File: src/rtl/mem_access_pkg.sv
// Shared types and constants for the memory-access stage:
// funct3 load/store width codes, FSM states, default bus timeout.
package mem_access_pkg;

  localparam logic [2:0] W_B  = 3'b000;
  localparam logic [2:0] W_H  = 3'b001;
  localparam logic [2:0] W_W  = 3'b010;
  localparam logic [2:0] W_BU = 3'b100;
  localparam logic [2:0] W_HU = 3'b101;

  localparam int unsigned DEF_TIMEOUT = 16;

  typedef enum logic [1:0] {
    S_IDLE,
    S_REQ,
    S_DONE
  } state_e;

endpackage

File: src/rtl/mem_align.sv
// Byte-lane steering for stores, extraction/extension for loads,
// and the alignment check on an incoming access.
import mem_access_pkg::*;

module mem_align (
  input  logic [1:0]  addr_i,
  input  logic [2:0]  width_i,
  input  logic [31:0] sdata_i,
  input  logic [31:0] rdata_i,
  input  logic [1:0]  chk_addr_i,
  input  logic [2:0]  chk_width_i,
  output logic [3:0]  wstrb_o,
  output logic [31:0] wdata_o,
  output logic [31:0] ldata_o,
  output logic        misaligned_o
);

  logic [7:0]  byte_s;
  logic [15:0] half_s;

  always_comb begin
    wstrb_o = 4'b1111;
    wdata_o = sdata_i;
    case (width_i)
      W_B, W_BU: begin
        wstrb_o = 4'b0001 << addr_i;
        wdata_o = {4{sdata_i[7:0]}};
      end
      W_H, W_HU: begin
        wstrb_o = addr_i[1] ? 4'b1100 : 4'b0011;
        wdata_o = {2{sdata_i[15:0]}};
      end
      default: ;
    endcase
  end

  always_comb begin
    byte_s = rdata_i[7:0];
    case (addr_i)
      2'd1:    byte_s = rdata_i[15:8];
      2'd2:    byte_s = rdata_i[23:16];
      2'd3:    byte_s = rdata_i[31:24];
      default: ;
    endcase
    half_s = addr_i[1] ? rdata_i[31:16] : rdata_i[15:0];
  end

  always_comb begin
    ldata_o = rdata_i;
    case (width_i)
      W_B:     ldata_o = {{24{byte_s[7]}}, byte_s};
      W_BU:    ldata_o = {24'd0, byte_s};
      W_H:     ldata_o = {{16{half_s[15]}}, half_s};
      W_HU:    ldata_o = {16'd0, half_s};
      default: ;
    endcase
  end

  // Unknown width codes behave as W, so they need full word alignment.
  always_comb begin
    misaligned_o = 1'b0;
    case (chk_width_i)
      W_B, W_BU: misaligned_o = 1'b0;
      W_H, W_HU: misaligned_o = chk_addr_i[0];
      default:   misaligned_o = |chk_addr_i;
    endcase
  end

endmodule

File: src/rtl/mem_access_stage.sv
// MEM stage: one req/ack data-bus transaction per load/store,
// stalling upstream until the access completes or times out.
import mem_access_pkg::*;

module mem_access_stage #(
  parameter int unsigned TIMEOUT = DEF_TIMEOUT
) (
  input  logic        clk,
  input  logic        rst,
  input  logic [31:0] ALU_result_in,
  input  logic [31:0] read_data_2_in,
  input  logic        mem_read_in,
  input  logic        mem_write_in,
  input  logic [2:0]  mem_width_in,
  output logic        mem_req,
  output logic        mem_we,
  output logic [31:0] mem_addr,
  output logic [31:0] mem_wdata,
  output logic [3:0]  mem_wstrb,
  input  logic        mem_ack,
  input  logic [31:0] mem_rdata,
  output logic        stall_out,
  output logic [31:0] load_data_out,
  output logic        load_valid_out,
  output logic        misaligned_out,
  output logic        bus_error_out
);

  localparam logic [7:0] TO_LAST = 8'(TIMEOUT - 1);

  state_e      state_q, state_d;
  logic [31:0] addr_q;
  logic [2:0]  width_q;
  logic [31:0] sdata_q;
  logic        we_q;
  logic [7:0]  cnt_q;
  logic [31:0] ldata_q;
  logic        lvalid_q;
  logic        mis_q;
  logic        berr_q;

  logic        access_s;
  logic        mis_s;
  logic        start_s;
  logic        ack_s;
  logic        tout_s;
  logic [3:0]  wstrb_s;
  logic [31:0] wdata_s;
  logic [31:0] ldata_s;

  mem_align u_align (
    .addr_i       (addr_q[1:0]),
    .width_i      (width_q),
    .sdata_i      (sdata_q),
    .rdata_i      (mem_rdata),
    .chk_addr_i   (ALU_result_in[1:0]),
    .chk_width_i  (mem_width_in),
    .wstrb_o      (wstrb_s),
    .wdata_o      (wdata_s),
    .ldata_o      (ldata_s),
    .misaligned_o (mis_s)
  );

  assign access_s = mem_read_in | mem_write_in;

  always_comb begin
    state_d   = state_q;
    start_s   = 1'b0;
    ack_s     = 1'b0;
    tout_s    = 1'b0;
    mem_req   = 1'b0;
    stall_out = 1'b0;
    case (state_q)
      S_IDLE: begin
        if (access_s && !mis_s && !rst) begin
          start_s   = 1'b1;
          stall_out = 1'b1;
          state_d   = S_REQ;
        end
      end
      S_REQ: begin
        mem_req   = 1'b1;
        stall_out = 1'b1;
        if (mem_ack) begin
          ack_s   = 1'b1;
          state_d = S_DONE;
        end else if (cnt_q == TO_LAST) begin
          tout_s  = 1'b1;
          state_d = S_DONE;
        end
      end
      S_DONE:  state_d = S_IDLE;
      default: state_d = S_IDLE;
    endcase
  end

  always_ff @(posedge clk) begin
    if (rst) begin
      state_q  <= S_IDLE;
      addr_q   <= '0;
      width_q  <= '0;
      sdata_q  <= '0;
      we_q     <= 1'b0;
      cnt_q    <= '0;
      ldata_q  <= '0;
      lvalid_q <= 1'b0;
      mis_q    <= 1'b0;
      berr_q   <= 1'b0;
    end else begin
      state_q  <= state_d;
      lvalid_q <= ack_s && !we_q;
      mis_q    <= (state_q == S_IDLE) && access_s && mis_s;
      berr_q   <= tout_s;
      if (start_s) begin
        addr_q  <= ALU_result_in;
        width_q <= mem_width_in;
        sdata_q <= read_data_2_in;
        we_q    <= mem_write_in;
        cnt_q   <= '0;
      end else if (state_q == S_REQ && !mem_ack) begin
        cnt_q <= cnt_q + 8'd1;
      end
      if (ack_s && !we_q) begin
        ldata_q <= ldata_s;
      end
    end
  end

  assign mem_we         = mem_req & we_q;
  assign mem_addr       = mem_req ? {addr_q[31:2], 2'b00} : 32'd0;
  assign mem_wdata      = mem_we ? wdata_s : 32'd0;
  assign mem_wstrb      = mem_we ? wstrb_s : 4'd0;
  assign load_data_out  = ldata_q;
  assign load_valid_out = lvalid_q;
  assign misaligned_out = mis_q;
  assign bus_error_out  = berr_q;

endmodule

File: config.mk
export PLATFORM = sky130hd
export DESIGN_NAME = mem_access_stage
export DESIGN_NICKNAME = d
export VERILOG_FILES = /design/src/rtl/mem_access_pkg.sv /design/src/rtl/mem_align.sv /design/src/rtl/mem_access_stage.sv
export SDC_FILE = /design/constraint.sdc
export NUM_CORES = 1
export LEC_CHECK = 0
export CAP_MARGIN = 20
export CELL_PAD_IN_SITES_DETAIL_PLACEMENT = 1
export CELL_PAD_IN_SITES_GLOBAL_PLACEMENT = 2
export CORE_MARGIN = 2
export CORE_UTILIZATION = 26
export CTS_CLUSTER_DIAMETER = 50
export DETAILED_ROUTE_END_ITERATION = 7
export PLACE_DENSITY_LB_ADDON = 0.3
export SLEW_MARGIN = 20
export SYNTH_ARGS = -nofsm -noshare
export SYNTH_HDL_FRONTEND = slang
export SYNTH_SLANG_ARGS = --single-unit
File: constraint.sdc
create_clock -name clk -period 3.9 [get_ports clk]
set_input_delay 0.39 -clock clk [delete_from_list [all_inputs] [get_ports clk]]
set_output_delay 0.39 -clock clk [all_outputs]
set_load 0.05 [all_outputs]
# Word-level counts from Yosys, hierarchy flattened
# Index checks and enable logic that the tools add are counted.
[totals] reg_bits=113 input_bits=104 out_inout_bits=106 wordCells=70
[classes] addsub=1 n_eq_ne=13 n_shift=1 n_mux=21 bitwise=3 n_reduce_logical=21
[ops] operator="one-hot mux 32 bit (4 select lines)" n=1
[ops] operator="two-way mux 32 bit" n=2
[ops] operator="one-hot mux 32 bit (2 select lines)" n=1
[ops] operator="one-hot mux 8 bit (3 select lines)" n=1
[ops] operator="two-way mux 16 bit" n=1
[ops] operator="== test 3 bit, second input constant" n=4
[ops] operator="OR reduction 2 bit" n=6
[ops] operator="adder 8 x 1 -> 8 bit, second input constant" n=1
[ops] operator="== test 8 x 4 -> 1 bit, second input constant" n=1
[ops] operator="two-way mux 4 bit" n=2
[ops] operator="one-hot mux 4 bit (2 select lines)" n=1
[ops] operator="== test 3 x 1 -> 1 bit, second input constant" n=2
[ops] operator="logical AND 1 bit" n=6
[ops] operator="logical NOT 3 bit" n=2
[ops] operator="two-way mux 1 bit" n=6
[ops] operator="two-way mux 2 bit" n=3
[ops] operator="== test 2 x 1 -> 1 bit, second input constant" n=2
[ops] operator="== test 2 bit, second input constant" n=2
[ops] operator="logical NOT 1 bit" n=4
[ops] operator="one-hot mux 1 bit (2 select lines)" n=2
[ops] operator="one-hot mux 2 bit (2 select lines)" n=1
[ops] operator="left shift 1 x 2 -> 4 bit, first input constant" n=1
[ops] operator="inequality test 3 bit, second input constant" n=1
[ops] operator="OR reduction 3 bit" n=1
[ops] operator="6 further kinds" n=6

# Logic depth before layout (Yosys ltp)
[logic_depth] depth_word=9 depth_mapped=7

# Hierarchy
# From an unflattened synthesis, not the netlist that was laid out.
[hier_totals] hier_cells=776 area_unflattened_um2=6054.6
[by_module_without_submodules] mod="mem_access_stage" n_inst=1 cells_each=602 area_each_um2=4750.8
[by_module_without_submodules] mod="mem_align" n_inst=1 cells_each=174 area_each_um2=1303.8

# Least setup slack after synthesis
# Ideal clock, no wire load.
[synth_timing] path_kind="reg2out" start="register state_q[1]" end="output stall_out" t_arrival_ns=1.902 required_time_ns=3.510 path_slack_ns=1.608 stages_incl_launch_ff=6 path_buffers=2 path_cell_list="dfxtp_1 -> buf_2 -> nor4_2 -> clkbuf_1 -> a21oi_1 -> nor2_1"
[synth_between] elab_chain_len=2 word_cells_on_any_way=3
[synth_rtl] item="start, declared" line_no="mem_access_stage.sv:31" text="state_e state_q, state_d;"
[synth_rtl] item="start signal, assigned" line_no="mem_access_stage.sv:110" text="state_q <= state_d;"
[synth_rtl] item="== test 2 x 1 -> 1 bit or logical NOT 2 bit (tied branches)" line_no="mem_access_stage.sv:73" text="case (state_q)"
[synth_rtl] item="one-hot mux 1 bit (2 select lines) (*)" line_no="mem_access_stage.sv:73"
[synth_rtl] item="end, declared" line_no="mem_access_stage.sv:22" text="output logic stall_out,"
# Every way passes the cells marked *; elsewhere a longest branch is shown, timed or not.

# Worst setup path in the final report
[layout_timing] start="register state_q[0]" end="output mem_addr[15]"
[layout_between] elab_chain_len=3
[layout_rtl] item="== test 2 x 1 -> 1 bit" line_no="mem_access_stage.sv:73"
[layout_rtl] item="two-way mux 1 bit" line_no="mem_access_stage.sv:73"
[layout_rtl] item="two-way mux 32 bit" line_no="mem_access_stage.sv:130" text="assign mem_addr = mem_req ? {addr_q[31:2], 2'b00} : 32'd0;"
[layout_rtl] item="end, declared" line_no="mem_access_stage.sv:17" text="output logic [31:0] mem_addr,"
# Every way passes these cells.

==> results.yml <==
sta:
  setup_ws_ps: 828
  period_minus_slack_ps: 3070
  rsz0062_at_grt: "false"
  skew_ps: 7.33
  slew_headroom: 0.445
  setup-tns-final_ps: 0
  setup_violations: 0
  slew_violations: 0
  fmax_ghz: 0.325
  worstMarginPinSlew_ps: 833
  min_period_over_period: 0.788
  hold_viol_final: 0
  hold_slack_ps: 431
placement:
  port_buffers: 207
  place.gp.congestion: 0.758
  hpwl_um: 15000
  place_ws_ps: 1250
  placed_cells: 1140
synthesis:
  dominantRegCellSynth: "dfxtp_1"
  synthCells: 719
  yosysUniqueCellTypes: 44
  ys_ff_latch: 113
  avgSynthCellArea_sq_um: 7.81
  synth.largest_area_cell: "dfxtp_1"
  async_reset_ff_frac: 0
  synthTopCellsByArea: "dfxtp_1, a21oi_1, nand3_1, o21ai_1, mux2i_1"
  synth_edf_count: 0
  yosysTopAreaCellShare: 0.403
  ys_seq_area_frac: 0.403
  syn-cell-area_sq_mm: 0.00561
  yosys_warnings: 0
global_routing:
  grt_max_degree: 78
  grt_pass1_vias: 5941
  antenna_found_initial: 2
  grt_usage: 0.193
  globalRouteOverflowTotal: 0
  grt_pass1_wl_um: 33700
setup_path:
  r2r_slack_ps: 1690
  startpoint_type: "flop"
  critPathArrivalTime_ps: 2680
  crit_type: "flop to output pin"
  end_kind: "output pin"
  regToRegStartpoint: "addr_q[1]"
  worstPathRequired_ps: 3510
  r2r-end: "load_data_out[17]"
  r2r_cells: 5
  crit_path_max_fanout: 30
route:
  drc: 0
  vias_per_cell: 5.07
  drt-pass1-iter-count: 7
  ant_nets: 0
  drt_wl_total_um: 22100
  wire_per_inst_um: 18.8
  num_vias: 5947
  drt_iter0_drc: 336
clocking:
  hold_buffers: 0
  ctsResizeCount: 0
  cts.sinks: 113
  clk_pin_slew_ps: 60
  clk_latency_ps: 410
  cts_buffer_depth: 2
  htreeDepth: 4
  cts-root-buf: "clkbuf_16"
  cts_tree: "yes"
  numCtsBuffers: 17
  cts_setup_buffers: 0
die:
  die_area_sq_mm: 0.0228
  ioPinCount: 210
  die_h_um: 151
  die_x_um: 151
  coreArea_sq_mm: 0.0211
  floorplan.initialDensity: 0.266
  rows: 53
worst_hold_path:
  whs_path_depth: 2
  hp-class: "input pin to flop"
  min_to: "width_q[0]"
  hp-start: "rst"
cells_and_area:
  drive_gt1_frac: 0.0992
  fill_cells: 2475
  num_antenna_cells: 0
  fin_cells: 1172
  layout.nets: 989
  areaGrowthSynthToFinish_pct: 52.4
power:
  p_leak_uw: 0.00304
  p_per_area_mw_per_mm2: 424
  vdd_drop_max_uv: 244
status:
  status: "finished clean"
job:
  cap_violations: 0
## worst max-delay path by stage
stage / depth (start not counted) / to / start / slack (ps)
after global placement: 6 / stall_out / ALU_result_in[0] / 1270
after detailed placement: 5 / mem_addr[15] / state_q[0] / 1250
after CTS: 5 / mem_addr[15] / state_q[0] / 800
final: 5 / mem_addr[15] / state_q[0] / 830
after global routing: 5 / mem_addr[20] / state_q[0] / 640
after floorplan: 5 / stall_out / state_q[1] / 1610
## area by class of cell
type | instances | area [sq um] | share of cell area
inverter | 10 | 37.5 | 0.00439
tap | 275 | 344 | 0.0402
clock buffer | 20 | 467 | 0.0545
multi-input combinational | 522 | 3020 | 0.353
sequential | 113 | 2260 | 0.265
clock inverter | 12 | 228 | 0.0266
timing repair buffer | 220 | 2190 | 0.256
## cell families (layout without fill, tap and decap cells)
group	count (synthesis)	count (layout)	share of synthesized area
XOR/XNOR	7	7	0.0109
buffers and inverters	85	262	0.0642
flip-flops	113	113	0.403
adder cells (fa/ha/maj)	1	1	0.00223
AO/OA/AOI/OAI	228	228	0.235
multiplexers	28	28	0.0504
AND/OR/NAND/NOR	256	256	0.233
other	1	2	0.000668
## cell usage in the layout, fill, tap and decap left out, types with 4 or more instances in the layout
master           netlist  routed
a211oi_1              12      12
a21oi_1               90      90
a221oi_1               6       6
a22o_1                 9       9
a22oi_1               29      29
and2_1                30      30
and3_1                 8       8
buf_12                 0       8
buf_4                  3      35
bufinv_16              0       6
clkbuf_16              0      17
clkdlybuf4s50_1        0     177
dfxtp_1              113     111
inv_1                  9       9
mux2i_1               26      26
nand2_1               35      35
nand2b_1              19      19
nand3_1               70      70
nand4_1                4       4
nor2_1                60      60
nor3_1                 9       9
nor3b_1                8       7
o21ai_0                6       6
o21ai_1               70      69
xnor2_1                4       4
## flip-flops by register name, indices dropped and copies added (netlist names)
| signal | count |
|---|---|
| addr_q | 32 |
| bus_error_out | 1 |
| cnt_q | 8 |
| load_data_out | 32 |
| load_valid_out | 1 |
| misaligned_out | 1 |
| sdata_q | 32 |
| state_q | 2 |
| we_q | 1 |
| width_q | 3 |
## critical path, cell delays in order (launching register included)
cell,delay [ps]
dfxtp_1,500
nand2b_1,170
inv_1,280
buf_4,330
and2_1,170
clkdlybuf4s50_1,810
## where the power goes
group          total, uW  internal [uW]  switching, uW  leakage, uW
Sequential          1260           1210           47.8     0.000920
Combinational        537            221            316      0.00178
Clock               1840           1250            584     0.000337
## Yosys cell counts, types with 2 or more instances
cell type	count
a211oi_1	12
a21o_1	2
a21oi_1	90
a221oi_1	6
a222oi_1	2
a22o_1	9
a22oi_1	29
and2_1	30
and3_1	8
buf_1	4
buf_2	24
buf_4	3
clkbuf_1	44
dfxtp_1	113
inv_1	9
mux2_2	2
mux2i_1	26
nand2_1	35
nand2b_1	19
nand3_1	70
nand4_1	4
nand4bb_1	2
nor2_1	60
nor3_1	9
nor3b_1	8
nor4_1	2
o21ai_0	6
o21ai_1	70
xnor2_1	4
xor2_1	3
## metrics by stage
| stage | util | total power [uW] | cell area [sq um] |
|---|---|---|---|
| final | 0.406 | 3630 | 8560 |
| after global routing | 0.406 | 3770 | 8560 |
| after CTS | 0.406 | 3670 | 8550 |
| after detailed placement | 0.373 | 1820 | 7860 |
| after global placement | 0.373 | 1820 | 7860 |
| after floorplan | - | 1580 | 5620 |
## metal layers
metal | part of all wire | GRT usage | routed length [um] | vias to the layer above
met5 | 0.00045 | 0 | 10 | -
met4 | 0.016 | 0.0551 | 356 | 2
met3 | 0.067 | 0.0599 | 1490 | 25
met2 | 0.44 | 0.292 | 9740 | 178
met1 | 0.48 | 0.264 | 10500 | 2859
li1 | - | - | - | 2883
No activity file was read; power rests on OpenSTA's default activity.
